**config.mk**
```make
export PLATFORM = sky130hd
export DESIGN_NAME = acs_sequencer
export DESIGN_NICKNAME = d
export VERILOG_FILES = /design/src/rtl/acs_sequencer_pkg.sv /design/src/rtl/acs_symbol_counter.sv /design/src/rtl/acs_sequencer.sv
export SDC_FILE = /design/constraint.sdc
export NUM_CORES = 1
export LEC_CHECK = 0
export CORE_MARGIN = 2
export CORE_UTILIZATION = 50
export CTS_BUF_LIST = sky130_fd_sc_hd__clkbuf_4
export DETAILED_ROUTE_END_ITERATION = 16
export GPL_TIMING_DRIVEN = 0
export PLACE_DENSITY = 0.78
export SLEW_MARGIN = 5
export SYNTH_ARGS = -nofsm -noshare
export SYNTH_HDL_FRONTEND = slang
export SYNTH_SLANG_ARGS = --single-unit
```
**constraint.sdc**
```tcl
create_clock -name Clock_i -period 1.8 [get_ports Clock_i]
set_input_delay 0.27 -clock Clock_i [delete_from_list [all_inputs] [get_ports Clock_i]]
set_output_delay 0.27 -clock Clock_i [all_outputs]
set_load 0.01 [all_outputs]
```
**src/rtl/acs_sequencer_pkg.sv**
```systemverilog
// Shared constants and state encoding for the Viterbi ACS control sequencer.
package acs_sequencer_pkg;

    localparam int ACS_WD_FSM      = 6;
    localparam int ACS_N_SEG       = 1 << ACS_WD_FSM;
    localparam int ACS_STARTUP     = 8;
    localparam int ACS_TB_INTERVAL = 16;
    localparam int ACS_WD_CNT      = 8;

    typedef enum logic [1:0] {
        ST_IDLE    = 2'd0,
        ST_RUN     = 2'd1,
        ST_WAIT_TB = 2'd2
    } acs_state_e;

endpackage

```
**src/rtl/acs_symbol_counter.sv**
```systemverilog
// Per-symbol bookkeeping: saturating start-up count gating CompareStart,
// and a wrapping traceback interval count flagging the symbol that is due.
module acs_symbol_counter
    import acs_sequencer_pkg::*;
#(
    parameter int STARTUP     = ACS_STARTUP,
    parameter int TB_INTERVAL = ACS_TB_INTERVAL,
    parameter int WD_CNT      = ACS_WD_CNT
) (
    input  logic clk_i,
    input  logic rst_i,
    input  logic clear_i,
    input  logic step_i,
    output logic compare_start_o,
    output logic tb_due_o
);

    localparam logic [WD_CNT-1:0] STARTUP_C = WD_CNT'(STARTUP);
    localparam logic [WD_CNT-1:0] TB_LAST   = WD_CNT'(TB_INTERVAL - 1);

    logic [WD_CNT-1:0] startup_q, startup_d;
    logic [WD_CNT-1:0] tb_q, tb_d;

    assign compare_start_o = (startup_q >= STARTUP_C);
    assign tb_due_o        = (tb_q == TB_LAST);

    always_comb begin
        startup_d = startup_q;
        tb_d      = tb_q;
        if (clear_i) begin
            startup_d = '0;
            tb_d      = '0;
        end else if (step_i) begin
            if (startup_q < STARTUP_C) begin
                startup_d = startup_q + 1'b1;
            end
            tb_d = tb_due_o ? '0 : tb_q + 1'b1;
        end
    end

    always_ff @(posedge clk_i or posedge rst_i) begin
        if (rst_i) begin
            startup_q <= '0;
            tb_q      <= '0;
        end else begin
            startup_q <= startup_d;
            tb_q      <= tb_d;
        end
    end

endmodule

```
**src/rtl/acs_sequencer.sv**
```systemverilog
// ACS control sequencer: sweeps all trellis segments per accepted symbol and
// schedules traceback starts, stalling symbol intake while traceback is busy.
module acs_sequencer
    import acs_sequencer_pkg::*;
#(
    parameter int WD_FSM      = ACS_WD_FSM,
    parameter int STARTUP     = ACS_STARTUP,
    parameter int TB_INTERVAL = ACS_TB_INTERVAL,
    parameter int WD_CNT      = ACS_WD_CNT
) (
    input  logic              Clock_i,
    input  logic              Reset_i,
    input  logic              SymValid_i,
    output logic              SymReady_o,
    input  logic              Flush_i,
    input  logic              TBBusy_i,
    output logic              Active_o,
    output logic              Init_o,
    output logic              Hold_o,
    output logic              CompareStart_o,
    output logic [WD_FSM-1:0] ACSSegment_o,
    output logic              SymbolDone_o,
    output logic              TBStart_o
);

    localparam int                N_SEG    = 1 << WD_FSM;
    localparam logic [WD_FSM-1:0] SEG_LAST = WD_FSM'(N_SEG - 1);

    acs_state_e        state_q, state_d;
    logic [WD_FSM-1:0] seg_q, seg_d;
    logic              active_q, active_d;
    logic              init_q, init_d;
    logic              hold_q, hold_d;
    logic              done_q, done_d;
    logic              tbstart_q, tbstart_d;
    logic              cnt_clear, cnt_step;
    logic              startup_done, tb_due;
    logic              last_seg, sym_ready;

    assign last_seg = (seg_q == SEG_LAST);

    always_comb begin
        state_d   = state_q;
        seg_d     = seg_q;
        done_d    = 1'b0;
        tbstart_d = 1'b0;
        sym_ready = 1'b0;
        cnt_clear = 1'b0;
        cnt_step  = 1'b0;
        unique case (state_q)
            ST_IDLE: begin
                sym_ready = 1'b1;
                cnt_clear = Flush_i;
                seg_d     = '0;
                if (SymValid_i) begin
                    state_d = ST_RUN;
                end
            end
            ST_RUN: begin
                if (last_seg) begin
                    sym_ready = !(tb_due && TBBusy_i);
                    cnt_step  = 1'b1;
                    done_d    = 1'b1;
                    seg_d     = '0;
                    tbstart_d = tb_due && !TBBusy_i;
                    if (tb_due && TBBusy_i) begin
                        state_d = ST_WAIT_TB;
                    end else if (SymValid_i) begin
                        state_d = ST_RUN;
                    end else begin
                        state_d = ST_IDLE;
                    end
                end else begin
                    seg_d = seg_q + 1'b1;
                end
            end
            ST_WAIT_TB: begin
                seg_d = '0;
                if (!TBBusy_i) begin
                    state_d = ST_IDLE;
                end
            end
            default: begin
                state_d = ST_IDLE;
                seg_d   = '0;
            end
        endcase
        active_d = (state_d == ST_RUN);
        init_d   = active_d && (seg_d == '0);
        hold_d   = active_d && (seg_d == SEG_LAST);
    end

    always_ff @(posedge Clock_i or posedge Reset_i) begin
        if (Reset_i) begin
            state_q   <= ST_IDLE;
            seg_q     <= '0;
            active_q  <= 1'b0;
            init_q    <= 1'b0;
            hold_q    <= 1'b0;
            done_q    <= 1'b0;
            tbstart_q <= 1'b0;
        end else begin
            state_q   <= state_d;
            seg_q     <= seg_d;
            active_q  <= active_d;
            init_q    <= init_d;
            hold_q    <= hold_d;
            done_q    <= done_d;
            tbstart_q <= tbstart_d;
        end
    end

    acs_symbol_counter #(
        .STARTUP     (STARTUP),
        .TB_INTERVAL (TB_INTERVAL),
        .WD_CNT      (WD_CNT)
    ) u_symbol_counter (
        .clk_i           (Clock_i),
        .rst_i           (Reset_i),
        .clear_i         (cnt_clear),
        .step_i          (cnt_step),
        .compare_start_o (startup_done),
        .tb_due_o        (tb_due)
    );

    // Counter only moves at a sweep boundary, so this is steady across a sweep.
    assign CompareStart_o = active_q && startup_done;
    assign SymReady_o     = sym_ready;
    assign Active_o       = active_q;
    assign Init_o         = init_q;
    assign Hold_o         = hold_q;
    assign ACSSegment_o   = seg_q;
    assign SymbolDone_o   = done_q;
    // A deferred traceback fires in the very cycle the traceback unit frees up.
    assign TBStart_o      = tbstart_q || ((state_q == ST_WAIT_TB) && !TBBusy_i);

endmodule

```
=== After elaboration in Yosys (flattened, before gate mapping) ===
Index checks and enable logic that the tools add are counted.

* Muxes and demuxes: 21
* $add $sub $neg: 3
* Reduce and logical (&&, ||, !) cells: 14
* Order comparisons: 2
* Equal/unequal tests: 6

{| class="wikitable"
|+ Operators with widths
! cell !! count
|-
| $mux W8 || 6
|-
| $add A8 B1 Y8 const B || 2
|-
| $eq A6 B6 Y1 const B || 2
|-
| $mux W6 || 2
|-
| $eq A8 B4 Y1 const B || 1
|-
| $ge A8 B4 Y1 const B || 1
|-
| $lt A8 B4 Y1 const B || 1
|-
| $mux W2 || 4
|-
| $mux W1 || 7
|-
| $add A6 B1 Y6 const B || 1
|-
| $logic_and A1 B1 Y1 || 6
|-
| $logic_not A6 Y1 || 1
|-
| $pmux W2 S3 || 1
|-
| $eq A2 B1 Y1 const B || 2
|-
| $reduce_bool A2 Y1 || 2
|-
| $eq A2 B2 Y1 const B || 1
|-
| $logic_not A1 Y1 || 2
|-
| $logic_not A2 Y1 || 1
|-
| $pmux W1 S2 || 1
|-
| $reduce_and A2 Y1 || 1
|-
| $logic_or A1 B1 Y1 || 1
|}

* Output and inout port bits: 13
* Word-level logic and storage cells: 55
* Input bits: 5
* Bits in registers: 29

=== Logic depth before layout (Yosys ltp) ===
* Depth in word-level cells: 7
* Gate-level depth with buffers: 7
* Depth with buffers taken out: 6

=== Modules after synthesis ===
Synthesis repeated with hierarchy kept, for this count alone.

* Cells, all modules: 148
* Area total of the unflattened synthesis: 1,514.0 um^2

{| class="wikitable"
|+ Modules (own cells, without submodules)
! module !! cells each !! area an instance (um^2) !! instances
|-
| acs_symbol_counter || 81 || 837.1 || 1
|-
| acs_sequencer || 67 || 676.9 || 1
|}

=== Worst setup path before layout ===
OpenSTA, ideal clock, no wires.

* Kind: reg2reg
* Start point: register seg_q[0], in the netlist ACSSegment_o[0]
* End point: register u_symbol_counter.tb_q[5]
* Required time: 1,722 ps
* Stages on the path, launching flop included: 7
* Path slack: 31 ps
* Arrival time: 1,692 ps
* Cells stage by stage: dfrtp_1 > ha_1 > and3_1 > buf_6 > a21oi_2 > or4_1 > a21oi_1

* Cells in the longest elaborated chain, start to end: 4

{| class="wikitable"
|+ RTL lines
! what !! line !! source
|-
| start, declared || acs_sequencer.sv:30 || <nowiki>logic [WD_FSM-1:0] seg_q, seg_d;</nowiki>
|-
| start signal, assigned || acs_sequencer.sv:104 || <nowiki>seg_q <= seg_d;</nowiki>
|-
| $eq A6 B6 Y1 || acs_sequencer.sv:40 || <nowiki>assign last_seg = (seg_q == SEG_LAST);</nowiki>
|-
| $mux W1 || acs_sequencer.sv:60 || <nowiki>if (last_seg) begin</nowiki>
|-
| $mux W1 || acs_sequencer.sv:50 || <nowiki>unique case (state_q)</nowiki>
|-
| $reduce_bool A2 Y1 (no source line) || n/a ||
|-
| end signal, assigned || acs_symbol_counter.sv:47 || <nowiki>tb_q <= tb_d;</nowiki>
|-
| end, declared || acs_symbol_counter.sv:22 || <nowiki>logic [WD_CNT-1:0] tb_q, tb_d;</nowiki>
|}

Every way passes these cells.
A chain may end at the register's enable or synchronous reset.

=== Worst setup path in the final report ===
* Start point: register u_symbol_counter.tb_q[1]
* End point: output port SymReady_o

* Cells in the longest elaborated chain, start to end: 5

{| class="wikitable"
|+ RTL lines
! what !! line !! source
|-
| $eq A8 B4 Y1 || acs_symbol_counter.sv:25 || <nowiki>assign tb_due_o = (tb_q == TB_LAST);</nowiki>
|-
| $logic_and A1 B1 Y1 || acs_sequencer.sv:61 || <nowiki>sym_ready = !(tb_due && TBBusy_i);</nowiki>
|-
| $logic_not A1 Y1 || acs_sequencer.sv:61 ||
|-
| $mux W1 || acs_sequencer.sv:60 ||
|-
| $pmux W1 S2 || acs_sequencer.sv:50 ||
|-
| end, declared || acs_sequencer.sv:14 || <nowiki>output logic SymReady_o,</nowiki>
|}

Every way passes these cells.

==> metrics.txt <==
adder-cell share of the synthesized area 3.61%; Leak Pwr 0.812 nW; largest net degree at the start of global routing 30; simple-gate share of the synthesized area 23.8%; critical path's top delay family flip-flops; number of global-route vias before repair 1114; Worst setup SP type flip-flop; Via density 5.78; initial antenna violation count 0; CP Launch Point u_symbol_counter.tb_q[1]; FILL cells 222; Power Density 1200 nW/um2; WP buf/inv 1; M1 WL around 1400 um; Final Hold Viols 0; largest family of logic cells by synthesized area simple AND/OR/NAND/NOR gates; CTS root buffer clkbuf_4; clk slew on worst S/H paths ~0.09 ns; max cap viols 0; Worst-Skew Late Latency between 0.3 and 0.4 ns; clk_skew 0.0117 ns; core area 2690 um2; post-synthesis mux area share 1.45%; CTS tree done; dpl ws -0.301 ns; starting density of the core 51.6%; io pins 18; share of cells above drive strength 1 between 20% and 30%; Nets 183; Synth cell types 37; Crit Path Category reg -> out; row cnt 19; Final setup viols 1; worst hold-check path type in -> async; Syn Area/Cell 9.96 um2; WP data arrival 1.62 ns; first-pass GRT wire length 4930 um; Die Area about 3200 um2; critical path cell sequence ha_2 -> and3_4 -> nand3_4 -> nand4_1 -> a21oi_1 -> buf_2; drt drc 0; area grow syn2layout 29.9%; ys async rst share 100%; Ys Warns 0; failing checks negative setup slack; WP data required about 1.5 ns; slowest cell on the critical path dfrtp_1; Syn Nets roughly 150; Synth Flop Type dfrtp_1; total track usage between 20% and 30%; VDD IR-drop max about 0.0011 V; Reg area approximately 730 um2; TritonCTS Buffers 5; Synth Register Bits 29; fin worst setup slack -0.0859 ns; Tightest Pin Transition 1.09 ns; sequential share of the synthesized area 52.4%; Final Max Slew Viols 0; fin area around 1800 um2; Max Clk Rate 530 MHz; run status complete, but fails checks; Port Buf Inserts 17; Period minus WS final 1.89 ns; WL met2 1450 um; DP Area 1590 um2; diode count 0; CTS max path bufs 2; commonest non-fill, non-tap cell in the layout dfrtp_1; Via Count 1191; cell count after synthesis 139; crit end category output port; DR WL met3 184 um; GR Overflow Total 0; chip height roughly 57 um; hold_buf cts 0; RSZ-0062 raised after global routing true; Rel. slew slack a little over a quarter; detailed-placement wirelength estimate 2080 um; Period Utilization, post-route 105%; Post-Syn Area 1390 um2; Worst path max stage delay 0.41 ns; Compound-Gate Fraction of Synth Area 11.9%; multi-input logic area 694 um2; worst-path fanout max 4; final WL 3070 um; Die Width 56.6 um; GPL Wtd Cong 0.813; Detailed Routing Iterations Pass 1 5; max layer used met4; Worst R2R Start ACSSegment_o[1]; most frequent cells in the layout dfrtp_1 (26), nor2_1 (17), clkdlybuf4s50_1 (14); initial DRC count 49; depth of the CTS H-tree 2; ANT nets after route 0; number of synthesized flops with an enable pin 0; clk sinks 29; routed length per instance 14.9 um; post-synthesis xor/xnor area fraction about 3.8%
synth_stat cells (all sizes together) (2+ instances only):
| cell | count | share of area (%) |
|---|---|---|
| a21oi | 8 | 3.2 |
| mux2i | 2 | 1.4 |
| inv | 7 | 1.9 |
| nand2b | 2 | 0.90 |
| nand2 | 11 | 3.0 |
| and2 | 2 | 0.90 |
| nor3 | 4 | 1.4 |
| and3 | 2 | 0.90 |
| a32o | 2 | 1.4 |
| nor2 | 17 | 4.6 |
| or4 | 2 | 1.1 |
| a31oi | 2 | 0.90 |
| nand4 | 4 | 1.8 |
| xnor2 | 4 | 2.5 |
| o31ai | 2 | 1.1 |
| nand3 | 10 | 3.6 |
| ha | 4 | 3.6 |
| o21ai | 3 | 1.1 |
| xor2 | 2 | 1.3 |
| dfrtp | 29 | 52 |
| nor4 | 3 | 1.4 |
| nor2b | 4 | 1.8 |
repair_timing:
item,CTS,global route
gates resized for setup,18,6
setup endpoints to repair,6,5
pin swaps,1,10
buffers inserted,3,8
registers in the layout, summed over array words and instances, names as in the netlist:
register and count:
u_symbol_counter.tb_q 8, tbstart_q 1, Hold_o 1, u_symbol_counter.startup_q 8, ACSSegment_o 6, SymbolDone_o 1, Init_o 1, state_q 2
Active_o 1
through the flow:
stage | hold WS (ns) | total power [mW] | utilization [%] | setup TNS (ns) | cells
floorplan | 0.336 | 1.36 | - | 0 | 139
detailed placement | 0.488 | 1.65 | 59.3 | -0.654 | 187
global placement | 0.484 | 1.61 | 59.3 | -0.470 | 187
CTS | 0.515 | 2.11 | 63.6 | -0.0912 | 198
finish | 0.515 | 2.17 | 67.0 | -0.0859 | 206
global route | 0.554 | 2.29 | 67.0 | -0.195 | 206
layer usage:
metal,up-vias,track usage [%]
li1,563,-
met1,585,26.4
met3,5,6.91
met4,0,8.16
met2,38,31.9
met5,-,0
cell families after synthesis:
| logic type | after synthesis |
|---|---|
| AND/OR/NAND/NOR | 65 |
| flip-flops | 29 |
| AO/OA/AOI/OAI | 24 |
| buffers and inverters | 9 |
| XOR/XNOR | 6 |
| adder cells (fa/ha/maj) | 4 |
| multiplexers | 2 |
area by class of cell:
cell class | instances | area share [%]
multi-input combinational | 101 | 38.6
clock buffer | 5 | 2.09
tap | 31 | 2.16
timing repair buffer | 28 | 13.6
clock inverter | 3 | 0.695
buffer | 2 | 0.834
sequential | 29 | 40.5
inverter | 7 | 1.46
final timing paths:
path / endpoint / slack, ns / cells past startpoint
setup / recovery: SymReady_o / -0.09 / 6
hold / removal: u_symbol_counter.startup_q[7] / 0.52 / 2
setup reg to reg: u_symbol_counter.startup_q[2] / 0.07 / 8
hold reg to reg: u_symbol_counter.startup_q[5] / 0.52 / 1
max in group asynchronous: state_q[0] / 0.55 / 2
min in group Clock_i: u_symbol_counter.startup_q[5] / 0.52 / 1
power by group:
part | internal (mW) | total (mW) | switching (mW) | leakage [nW]
Sequential | 0.784 | 0.946 | 0.162 | 0.373
Combinational | 0.460 | 0.861 | 0.401 | 0.409
Clock | 0.141 | 0.361 | 0.220 | 0.0300
worst register-to-register path, cell delays in order (launching register included):
cell and delay, ns:
dfrtp_1 0.43, ha_4 0.19, and3_4 0.18, buf_6 0.13, buf_4 0.13, nand2_1 0.18
inv_2 0.12, nand3_1 0.13, mux2i_1 0.19
Note: power is estimated with default switching activity, not from simulation.
